--- src/rtl/ie_fetch_unit.sv ---
// rtl/ie_fetch_unit.sv - IE pipeline instruction fetch stage for 6502 opcodes
//
// Reads the opcode at pc, sizes the instruction from its cc/bbb/aaa fields,
// fetches 0-2 operand bytes and presents the bundle under valid/ready.
//
// Ports:
//   clk, rst_n        clock, synchronous active-low reset
//   mem_rd, mem_addr  read strobe/address to registered memory (1-cycle data)
//   mem_data          read data, valid the cycle after mem_rd
//   pc_load(_val)     redirect request and target, overrides everything
//   inst_valid/ready  bundle handshake to the translate/decode stage
//   inst_opcode       raw opcode byte
//   inst_operand      {hi,lo}; unused bytes are zero
//   inst_len          instruction length 1..3
//   inst_pc           address of the opcode byte
//   inst_illegal      opcode is illegal/unsupported (presented as length 1)
module ie_fetch_unit #(
  parameter logic [15:0] RESET_PC = 16'h8000
) (
  input  logic        clk,
  input  logic        rst_n,
  output logic        mem_rd,
  output logic [15:0] mem_addr,
  input  logic [7:0]  mem_data,
  input  logic        pc_load,
  input  logic [15:0] pc_load_val,
  output logic        inst_valid,
  input  logic        inst_ready,
  output logic [7:0]  inst_opcode,
  output logic [15:0] inst_operand,
  output logic [1:0]  inst_len,
  output logic [15:0] inst_pc,
  output logic        inst_illegal
);

  typedef enum logic [2:0] {
    ISSUE_OP,
    CAP_OP,
    CAP_LO,
    CAP_HI,
    VALID
  } state_t;

  state_t      state;
  logic [15:0] pc;
  logic [1:0]  dec_len;
  logic        dec_ill;
  logic [2:0]  bbb;

  assign bbb = mem_data[4:2];

  // Length/legality decode of the byte on mem_data; only meaningful in CAP_OP.
  always_comb begin
    dec_len = 2'd1;
    dec_ill = 1'b0;
    case (mem_data[1:0])
      2'b01: begin
        dec_len = (bbb == 3'b011 || bbb == 3'b110 || bbb == 3'b111) ? 2'd3 : 2'd2;
      end
      2'b10: begin
        case (bbb)
          3'b000, 3'b001, 3'b101: dec_len = 2'd2;
          3'b011, 3'b111:         dec_len = 2'd3;
          3'b100:                 dec_ill = 1'b1;
          default:                dec_len = 2'd1;
        endcase
        // Immediate-form holes in the cc=10 column
        if (mem_data == 8'h82 || mem_data == 8'hC2 || mem_data == 8'hE2) begin
          dec_len = 2'd1;
          dec_ill = 1'b1;
        end
      end
      2'b00: begin
        case (bbb)
          3'b000: begin
            case (mem_data)
              8'h20:                dec_len = 2'd3;
              8'hA0, 8'hC0, 8'hE0:  dec_len = 2'd2;
              8'h80:                dec_ill = 1'b1;
              default:              dec_len = 2'd1;
            endcase
          end
          3'b001, 3'b100, 3'b101: dec_len = 2'd2;
          3'b011, 3'b111:         dec_len = 2'd3;
          default:                dec_len = 2'd1;
        endcase
      end
      default: dec_ill = 1'b1;
    endcase
  end

  // Operand reads are issued in the same cycle the previous byte is captured,
  // so each byte costs exactly one cycle.
  always_comb begin
    mem_rd   = 1'b0;
    mem_addr = pc;
    if (rst_n) begin
      case (state)
        ISSUE_OP: mem_rd = 1'b1;
        CAP_OP: begin
          mem_addr = pc + 16'd1;
          mem_rd   = (dec_len != 2'd1);
        end
        CAP_LO: begin
          mem_addr = pc + 16'd2;
          mem_rd   = (inst_len == 2'd3);
        end
        default: mem_rd = 1'b0;
      endcase
    end
  end

  always_ff @(posedge clk) begin
    if (!rst_n) begin
      state        <= ISSUE_OP;
      pc           <= RESET_PC;
      inst_valid   <= 1'b0;
      inst_opcode  <= 8'h00;
      inst_operand <= 16'h0000;
      inst_len     <= 2'd0;
      inst_pc      <= 16'h0000;
      inst_illegal <= 1'b0;
    end else if (pc_load) begin
      // Any read in flight is simply never captured.
      pc         <= pc_load_val;
      state      <= ISSUE_OP;
      inst_valid <= 1'b0;
    end else begin
      case (state)
        ISSUE_OP: state <= CAP_OP;
        CAP_OP: begin
          inst_opcode  <= mem_data;
          inst_len     <= dec_len;
          inst_illegal <= dec_ill;
          inst_pc      <= pc;
          inst_operand <= 16'h0000;
          if (dec_len == 2'd1) begin
            state      <= VALID;
            inst_valid <= 1'b1;
          end else begin
            state <= CAP_LO;
          end
        end
        CAP_LO: begin
          inst_operand[7:0] <= mem_data;
          if (inst_len == 2'd3) begin
            state <= CAP_HI;
          end else begin
            state      <= VALID;
            inst_valid <= 1'b1;
          end
        end
        CAP_HI: begin
          inst_operand[15:8] <= mem_data;
          state              <= VALID;
          inst_valid         <= 1'b1;
        end
        VALID: begin
          if (inst_ready) begin
            pc         <= pc + {14'd0, inst_len};
            inst_valid <= 1'b0;
            state      <= ISSUE_OP;
          end
        end
        default: state <= ISSUE_OP;
      endcase
    end
  end

endmodule

--- config.mk ---
export PLATFORM = sky130hd
export DESIGN_NAME = ie_fetch_unit
export DESIGN_NICKNAME = d
export VERILOG_FILES = /design/src/rtl/ie_fetch_unit.sv
export SDC_FILE = /design/constraint.sdc
export NUM_CORES = 1
export LEC_CHECK = 0
export ABC_AREA = 1
export CAP_MARGIN = 0
export CORE_MARGIN = 2
export CORE_UTILIZATION = 45
export CTS_CLUSTER_DIAMETER = 120
export DETAILED_ROUTE_END_ITERATION = 10
export GPL_ROUTABILITY_DRIVEN = 1
export PLACE_DENSITY = 0.81
export SYNTH_ARGS = -nofsm -noshare
export SYNTH_HDL_FRONTEND = slang
export SYNTH_SLANG_ARGS = --single-unit
--- constraint.sdc ---
create_clock -name clk -period 2 [get_ports clk]
set_input_delay 0.3 -clock clk [delete_from_list [all_inputs] [get_ports clk]]
set_output_delay 0.3 -clock clk [all_outputs]
set_load 0.005 [all_outputs]
Word level (Yosys, flattened, before mapping)
Cells that the tools add are included.

Flip-flop bits (word level): 63. Latch bits: 0. Bits in writable memories: 0. ROM bits: 0. Input bits: 28. Output and inout port bits: 61. Word-level logic and storage cells: 90. Memories kept: 0.

Add/subtract/negate cells: 3. Multiply operators: 0. Div/mod/pow operators: 0. $lt $le $gt $ge: 0. Eq/ne operators: 26. Shift-type cells: 0. Mux-type cells: 28. Bitwise gates (word level): 2. Reduce and logical (&&, ||, !) cells: 22.

Operators by type and width (count): $mux 16 (4); $eq 8x8->1 const B (7); $pmux 16 s2 (1); $pmux 8 s2 (2); $add 16x1->16 const B (1); $add 16x2->16 (1); $add 16x2->16 const B (1); $eq 3x3->1 const B (5); $pmux 3 s5 (1); $pmux 2 s3 (2); $eq 3x2->1 const B (3); $mux 1 (9); $mux 3 (3); $reduce_or 3->1 (3); $eq 8x6->1 const B (1); $pmux 2 s2 (2); $reduce_and 2->1 (4); $reduce_bool 2->1 (4); $eq 3x1->1 const B (2); $logic_not 3->1 (2); $ne 2x2->1 const B (3); $pmux 1 s3 (2); $eq 2x1->1 const B (2); $eq 2x2->1 const B (2); 9 further kinds (14).

Depth between registers and ports, before layout
Gate-level depths: netlist (run 1).

Depth in word-level cells: 8. Gate-level depth with buffers: 12. Depth with buffers taken out: 12.

Worst setup path after synthesis (run 1)
Ideal clock, no wire load.

Path kind: register to register. Start: reg pc[0]. End: reg pc[12]. Setup time: 132 ps. Arrival: 1733 ps. Required time: 1868 ps. Path slack: 134 ps. Stages on the path, launching flop included: 11. Path buffers: 0. Clock period less this slack: 1866 ps. Cell sequence: dfxtp_1 -> ha_1 -> inv_1 -> fa_1 -> nor2_1 -> nand2_1 -> nor2_1 -> nand2_1 -> xor2_1 -> nand2_1 -> a21oi_1.

Longest elaborated chain between the ends: 4.

RTL lines: start: declaration (RTL line 45) `logic [15:0] pc;`; start signal: assignment (RTL line 125) `pc <= pc_load_val;`; start signal: assignment (RTL line 160) `pc <= pc + {14'd0, inst_len};`; $add 16x2->16 (RTL line 160); $mux 16 (RTL line 159) `if (inst_ready) begin`; $mux 16 (RTL line 129) `case (state)`; $mux 16 (RTL line 123) `end else if (pc_load) begin`.

Every way passes these cells. The select of a mux whose other input is x is not followed. A chain may end at the register's enable or synchronous reset.

Final worst setup path (run 1)
Start: reg pc[1]. End: out mem_addr[13].

Longest elaborated chain between the ends: 3. Elaborated cells between the ends (all ways): 4. Classes of those cells: 2 x add/sub; 2 x mux.

RTL lines: $add 16x2->16 or $add 16x1->16 (tied branches) (RTL line 105, 101); $pmux 16 s2 (*) (RTL line 98) `case (state)`; $mux 16 (*) (RTL line 97) `if (rst_n) begin`; end: declaration (RTL line 23) `output logic [15:0] mem_addr,`.

Every way passes the cells marked *; elsewhere a longest branch is shown, timed or not.

==> impl_metrics.ini, run 1 <==
[setup_path]
cp.arrival_ns = 1.92
path_class = flip-flop to output pin
crit_required_ns = 1.70
max_stage_delay_ns = 0.39
cp_slowest_cell = dfxtp_4
critPathCaptureType = output pin
path_common_cell = nand2_1
path_max_fanout = 4
start_kind = flip-flop
cp_cell_sequence = ha_4 -> inv_4 -> nor2_4 -> nand2_4 -> inv_4 -> nand3_2 -> nor2_1 -> nor2_1 -> nand2_1 -> nand2_1 -> nand2_1 -> o21ai_2 -> buf_2

[global_route]
grt_start_max_net_pins = 34
grtUsageTotal_pct = 33.82
antenna_found_initial = 0
grt_pass1_wl_um = 23360
grt_pass1_vias = 4740
overflow = 0

[synth]
synth_flop_cell = dfxtp_1
yosys_warnings = 0
synth_top_area_share_pct = 33.81
synth-seq-area-share_pct = 33.81
synth_fp_nets = 583
async_reset_ff_share_pct = 0
synthCells = 550
synth-edff-count = 0
yosysTopAreaCell = dfxtp_1
synthDistinctLibCells = 44
ys_ff_latch = 63
syn_avg_cell_area_um2 = 6.782
syn_area_um2 = 3730
synthTopCellsByArea = dfxtp_1 (34%), nand2_1 (12%), o21ai_0 (7.2%)

[timing]
setup-tns-final_ns = -1.911
slew_headroom_pct = 70.62
worst_slew_pin_slew_ns = 0.4402
rsz0062_at_grt = true
max_freq_mhz = 449.7
fin_crit_ns = 2.224
setup_viol = 15
slew_viol_final = 0
fin_ws_ns = -0.2236
post-route-period-util_pct = 111.2
hold_violations = 0
fin_skew_ns = 0.01067

[layout]
diodes = 0
layout-drive-gt1-share_pct = 36.87
area_delta_synth_final_pct = 68.40
final_nets = 801

[floorplan]
die-area_um2 = 9033
row_count = 33
core_um2 = 8134
initial_core_util_pct = 45.85
die_w_um = 95.04
die_h_um = 95.04
ios = 89

[clock_network]
htree_num_levels = 3
numCtsBuffers = 9
clk_latency_ns = 0.36
root_buffer = clkbuf_8
numClockSinks = 63
cts_tree = yes
hold_buffers = 0
cts_buffer_depth = 2
clk_pin_slew_worst_paths_ns = 0.08

[drt]
routed_wl_um = 15710
first_pass_iters = 5
first_iter_violations = 333
ant_nets = 0
vias = 4891
via_per_inst = 5.571
wl_per_cell_um = 17.90
drcViolationCount = 0

[run_status]
violations = setup timing
status = complete, but fails checks

[placement]
dp_slack_ns = -0.4531
hpwlAfterDp_um = 10760
gp_routability_congestion = 0.9347
io_buffer_count = 88

[power]
power.density_nw_per_um2 = 507.0
p_leak_nw = 2.767
vdd_drop_max_uv = 494.1

[flow_run]
cap_violations = 0

[min_path]
hold_class = primary input to flip-flop
## worst max-delay path, delay by kind of cell (launching register included)
| family | cells | cell delay (ns) |
|---|---|---|
| AND/OR/NAND/NOR | 8 | 0.66 |
| flip-flops | 1 | 0.39 |
| buffers and inverters | 3 | 0.24 |
| adder cells (fa/ha/maj) | 1 | 0.19 |
| AO/OA/AOI/OAI | 1 | 0.07 |
## cells in the mapped netlist (6+ instances only)
cell type    n
o21ai_1      8
buf_2        6
nand3_1     41
xor2_1       9
nor2_1      42
inv_2       10
o22ai_1      6
nand4_1     10
inv_1       50
o211ai_1    10
a21oi_1     52
nand2_1    116
dfxtp_1     63
o31ai_1      8
o21ai_0     54
nand2_2      6
clkbuf_1     8
## registers in the layout (all words and copies together) (netlist names)
register,count
inst_operand,16
inst_pc,16
pc,16
inst_opcode,8
state,3
inst_len,2
inst_illegal,1
inst_valid,1
## where the power goes
group | internal [W] | switching, W
combinational | 0.000373 | 0.000398
clock | 0.000487 | 0.000574
sequential | 0.00131 | 0.0000452
total | 0.00217 | 0.00102
## metrics by stage
stage / hold slack [ns] / area, um^2 / power (W) / utilization (%) / std cells
2_1_floorplan: 0.4411 / 3730 / 0.001650 / - / 550
3_3_place_gp: 0.4549 / 5519 / 0.002046 / 67.85 / 838
3_5_place_dp: 0.4570 / 5519 / 0.002055 / 67.85 / 838
4_1_cts: 0.4055 / 6091 / 0.003124 / 74.88 / 874
5_1_grt: 0.4019 / 6281 / 0.003281 / 77.22 / 878
6_report: 0.4061 / 6281 / 0.003185 / 77.22 / 878
## placed cells by master (no fill, tap or decap), types with 3 or more instances in the layout
| cell type | count |
|---|---|
| buf_6 | 13 |
| inv_4 | 5 |
| nand3_2 | 5 |
| nand4_1 | 10 |
| o211ai_1 | 10 |
| inv_1 | 40 |
| a21oi_2 | 4 |
| nor2_1 | 30 |
| dfxtp_2 | 9 |
| xor2_1 | 8 |
| dfxtp_1 | 50 |
| o31ai_1 | 8 |
| o22ai_2 | 3 |
| o21ai_0 | 40 |
| dfxtp_4 | 4 |
| clkinv_2 | 4 |
| buf_2 | 16 |
| dlygate4sd2_1 | 8 |
| nand3_1 | 36 |
| a21oi_1 | 46 |
| nor3_1 | 3 |
| o21ai_2 | 5 |
| buf_4 | 119 |
| buf_12 | 6 |
| nor2_2 | 9 |
| clkbuf_8 | 10 |
| nand3_4 | 3 |
| nor2_4 | 11 |
| inv_2 | 15 |
| nand2_4 | 10 |
| clkdlybuf4s50_1 | 63 |
| nand2_1 | 105 |
| a31oi_1 | 5 |
| o21ai_1 | 17 |
| nand2_2 | 9 |
## path summary, 6_finish.rpt
check	slack [ns]	cells past startpoint	from	end
worst max-delay path	-0.22	13	pc[1]$_SDFFE_PN0P_	mem_addr[13]
worst max register to register	0.01	12	pc[0]$_SDFFE_PN0P_	pc[12]$_SDFFE_PN0P_
worst min-delay path	0.41	3	mem_data[5]	inst_operand[13]$_SDFFE_PN0P_
worst min register to register	0.47	2	inst_operand[9]$_SDFFE_PN0P_	inst_operand[9]$_SDFFE_PN0P_
## metal layers
metal / track usage [%] / part of all wire (%)
met5: 0 / 0
met4: 19.32 / 6.8
met3: 7.352 / 6.1
met2: 61.64 / 50
met1: 35.82 / 37
## cell type report
class,instances,area [um^2]
inverter,65,276.5
clock buffer,10,137.6
multi-input combinational,400,2401
clock inverter,6,43.79
sequential,63,1287
timing repair buffer,229,2003
fill,591,1853
tap,105,131.4
## repair_timing
action / in CTS / in global routing
setup buffers: 19 / 6
endpoints found under the setup margin: 22 / 21
resized for setup: 176 / 43
gates cloned: 1 / 0
pin swaps: 29 / 26
## logic make-up (layout without fill, tap and decap cells)
logic type | count (synthesis) | after routing | synth area share, %
AOI/OAI and AO/OA | 151 | 151 | 22.88
xor gates and xnor gates | 9 | 9 | 2.114
adders and majority gates | 5 | 5 | 1.879
buffers and inverters | 87 | 310 | 10.43
DFF | 63 | 63 | 33.81
and+or+nand+nor | 235 | 235 | 28.88
(Power assumes the default switching activity.)
==> run 2: changes to the inputs <==
- ABC_AREA: 1 -> unset
- CORE_UTILIZATION: 45 -> 44
==> run 2 against run 1 <==
Net effect:
- the run still ends with setup timing left
- global-route usage down 4.4 points
- clock skew down 0.0014 ns
- via count down 14%
==> impl_metrics.ini, run 2 <==
[power]
sw_frac_of_total_pct = 28.08
power_switching_w = 0.0008936
p_seq_share_pct = 42.2
total_power_w = 0.003182
p_leak_nw = 2.280
power_frac_comb_pct = 20.1
clkPwrFrac_pct = 37.7
p_int_w = 0.002289
vdd_drop_max_uv = 362.9
power.density_nw_per_um2 = 557.6

[floorplan]
initial_core_util_pct = 44.93
die_h_um = 92.14
die-area_um2 = 8490
die_w_um = 92.14
row_count = 32
core_um2 = 7607
ios = 89

[setup_path]
r2r_setup_slack_ns = -0.13
rr_worst_depth = 7
max_stage_delay_ns = 0.43
regToRegEndpoint = pc[10]$_SDFFE_PN0P_
path_class = flip-flop to output pin
cp.arrival_ns = 2.00
cp_cell_sequence = or3b_4 -> o22ai_4 -> buf_6 -> nand4_1 -> xnor2_1 -> buf_2
crit_required_ns = 1.70
reg2reg_from = pc[0]$_SDFFE_PN0P_
critPathCaptureType = output pin
path_max_fanout = 4
start_kind = flip-flop
cp_slowest_cell = or3b_4

[global_route]
grtUsageTotal_pct = 29.46
grt_pass1_wl_um = 19380
grt_pass1_vias = 3811
grt_start_max_net_pins = 53
overflow = 0
antenna_found_initial = 0

[synth]
synth-xor-area-share_pct = 4.868
syn_area_um2 = 3418
synth-simple-area-share_pct = 25.55
synth-compound-area-share_pct = 23.50
async_reset_ff_share_pct = 0
syn_avg_cell_area_um2 = 8.158
synth_fp_nets = 452
synthDistinctLibCells = 62
synth_top_family_by_area = simple AND/OR/NAND/NOR gates
synth-adder-area-share_pct = 2.050
synth_flop_cell = dfxtp_1
synthCells = 419
synth-edff-count = 0
yosysTopAreaCell = dfxtp_1
synthTopCellsByArea = dfxtp_1 (37%), nand2_1 (8.3%), xnor2_1 (4.6%)
synth_common_cells = nand2_1 (76), dfxtp_1 (63), o21ai_0 (24)
synth_top_area_share_pct = 36.90
synth-seq-area-share_pct = 36.90
yosys_warnings = 0
muxShareOfSynthArea_pct = 1.245
ys_ff_latch = 63
synth.most_common_cell = nand2_1

[clock_network]
numCtsBuffers = 9
root_buffer = clkbuf_8
htree_num_levels = 3
clk_pin_slew_worst_paths_ns = 0.07
clk_latency_ns = 0.36
numClockSinks = 63
cts_buffer_depth = 2
cts_tree = yes

[min_path]
hold_path_depth = 3
hold_class = primary input to flip-flop
min-delay-start = mem_data[1]
min_to = inst_operand[1]$_SDFFE_PN0P_

[layout]
reg.largest.list = inst_operand x16, inst_pc x16, pc x16
area_delta_synth_final_pct = 66.95
final_nets = 616
num-fill-cells = 466
layout.cells.non_filler = 690
diodes = 0
final_common_cell = buf_4
layout-drive-gt1-share_pct = 36.39
final_cell_mix = buf_4 (83), nand2_1 (69), clkdlybuf4s50_1 (65), dfxtp_1 (51), o21ai_0 (20)

[drt]
routed_wl_um = 14560
wl_per_cell_um = 21.10
via_per_inst = 6.107
first_pass_iters = 6
ant_nets = 0
drcViolationCount = 0
vias = 4214
first_iter_violations = 525

[run_status]
status = complete, but fails checks
violations = setup timing

[timing]
max_freq_mhz = 435.2
rsz0062_at_grt = true
hold_violations = 0
worst_slew_pin_slew_ns = 0.6290
setup_viol = 18
setup-tns-final_ns = -3.441
fin_ws_ns = -0.2980
slew_headroom_pct = 57.91
fin_crit_ns = 2.298
slew_viol_final = 0
fin_skew_ns = 0.009263
post-route-period-util_pct = 114.9

[placement]
dpl.cell_count = 650
gp_routability_congestion = 0.9257
hpwlAfterDp_um = 7631
io_buffer_count = 88

[flow_run]
cap_violations = 0
run 2: cell count changes after synthesis, moves of 9 or more:
| cell | previous run | this run |
|---|---|---|
| clkbuf_1 | 8 | 20 |
| a21oi_1 | 52 | 13 |
| a21boi_0 | 0 | 15 |
| a21boi_1 | 0 | 18 |
| o211ai_1 | 10 | 1 |
| nand3_1 | 41 | 19 |
| a22o_1 | 0 | 9 |
| o21ai_0 | 54 | 24 |
| inv_1 | 50 | 9 |
| nor2_1 | 42 | 12 |
| inv_2 | 10 | 0 |
| nand2_1 | 116 | 76 |
| xnor2_1 | 0 | 18 |
run 2: worst max-delay path by stage:
| stage | slack [ns] | to | cells past startpoint | startpoint |
|---|---|---|---|---|
| 2_1_floorplan | 0.03 | pc[10]$_SDFFE_PN0P_ | 6 | pc[0]$_SDFFE_PN0P_ |
| 3_3_place_gp | -0.82 | mem_rd | 6 | mem_data[2] |
| 3_5_place_dp | -0.84 | mem_rd | 6 | mem_data[2] |
| 4_1_cts | -0.26 | mem_rd | 7 | mem_data[3] |
| 5_1_grt | -0.32 | mem_addr[10] | 7 | pc[4]$_SDFFE_PN0P_ |
| 6_report | -0.30 | mem_addr[6] | 6 | state[1]$_SDFFE_PP0N_ |
run 2: metal layers:
layer  wire length, um  track usage [%]  vias up
met1              5549            37.49     1944
met2              6689            46.08      357
met4               833            15.80        0
met5                 0                0        -
li1                  -                -     1811
met3              1486            7.067      102
run 2: what timing repair did:
item / 4_1_cts / 5_1_grt
buffers inserted: 18 / 6
pin swaps: 31 / 23
endpoints found under the setup margin: 21 / 25
resized for setup: 143 / 45
hold buffers: 0 / 0
run 2: worst max-delay path, delay by kind of cell, from the launching register on:
kind | cells | cell delay (ns)
DFF | 1 | 0.37
and+or+nand+nor | 2 | 0.53
buffers and inverters | 2 | 0.32
AOI/OAI and AO/OA | 1 | 0.21
xor gates and xnor gates | 1 | 0.21
run 2: through the flow:
| stage | hold slack (ns) | setup slack, ns | utilization (%) | instance area, um^2 |
|---|---|---|---|---|
| after floorplan | 0.4329 | 0.03305 | - | 3422 |
| after global placement | 0.4422 | -0.8177 | 63.83 | 4856 |
| after detailed placement | 0.4530 | -0.8422 | 63.83 | 4856 |
| after CTS | 0.4381 | -0.2615 | 71.48 | 5438 |
| after global routing | 0.4409 | -0.3188 | 75.02 | 5707 |
| final | 0.4341 | -0.2980 | 75.02 | 5707 |
run 2: cells by family (layout without fill, tap and decap cells):
| family | after synthesis | count (layout) |
|---|---|---|
| AO/OA/AOI/OAI | 114 | 114 |
| XOR/XNOR | 19 | 19 |
| adder cells (fa/ha/maj) | 5 | 5 |
| buffers and inverters | 46 | 215 |
| flip-flops | 63 | 63 |
| multiplexers | 4 | 4 |
| AND/OR/NAND/NOR | 168 | 168 |
run 2: power by group through the flow:
stage          Clock, W  Combinational, W  Sequential [W]
6_report        0.00120          0.000641         0.00134
5_1_grt         0.00125          0.000666         0.00134
4_1_cts         0.00118          0.000556         0.00134
2_1_floorplan         0          0.000242         0.00135
3_3_place_gp          0          0.000508         0.00135
3_5_place_dp          0          0.000520         0.00136
run 2: area by class of cell:
type | instances | area (um^2) | area share (%)
Clock buffer | 13 | 168.9 | 2.960
Clock inverter | 3 | 40.04 | 0.7016
Inverter | 9 | 33.78 | 0.5920
Multi-Input combinational cell | 310 | 2411 | 42.25
Sequential cell | 63 | 1284 | 22.50
Tap cell | 102 | 127.6 | 2.236
Timing Repair Buffer | 190 | 1642 | 28.77
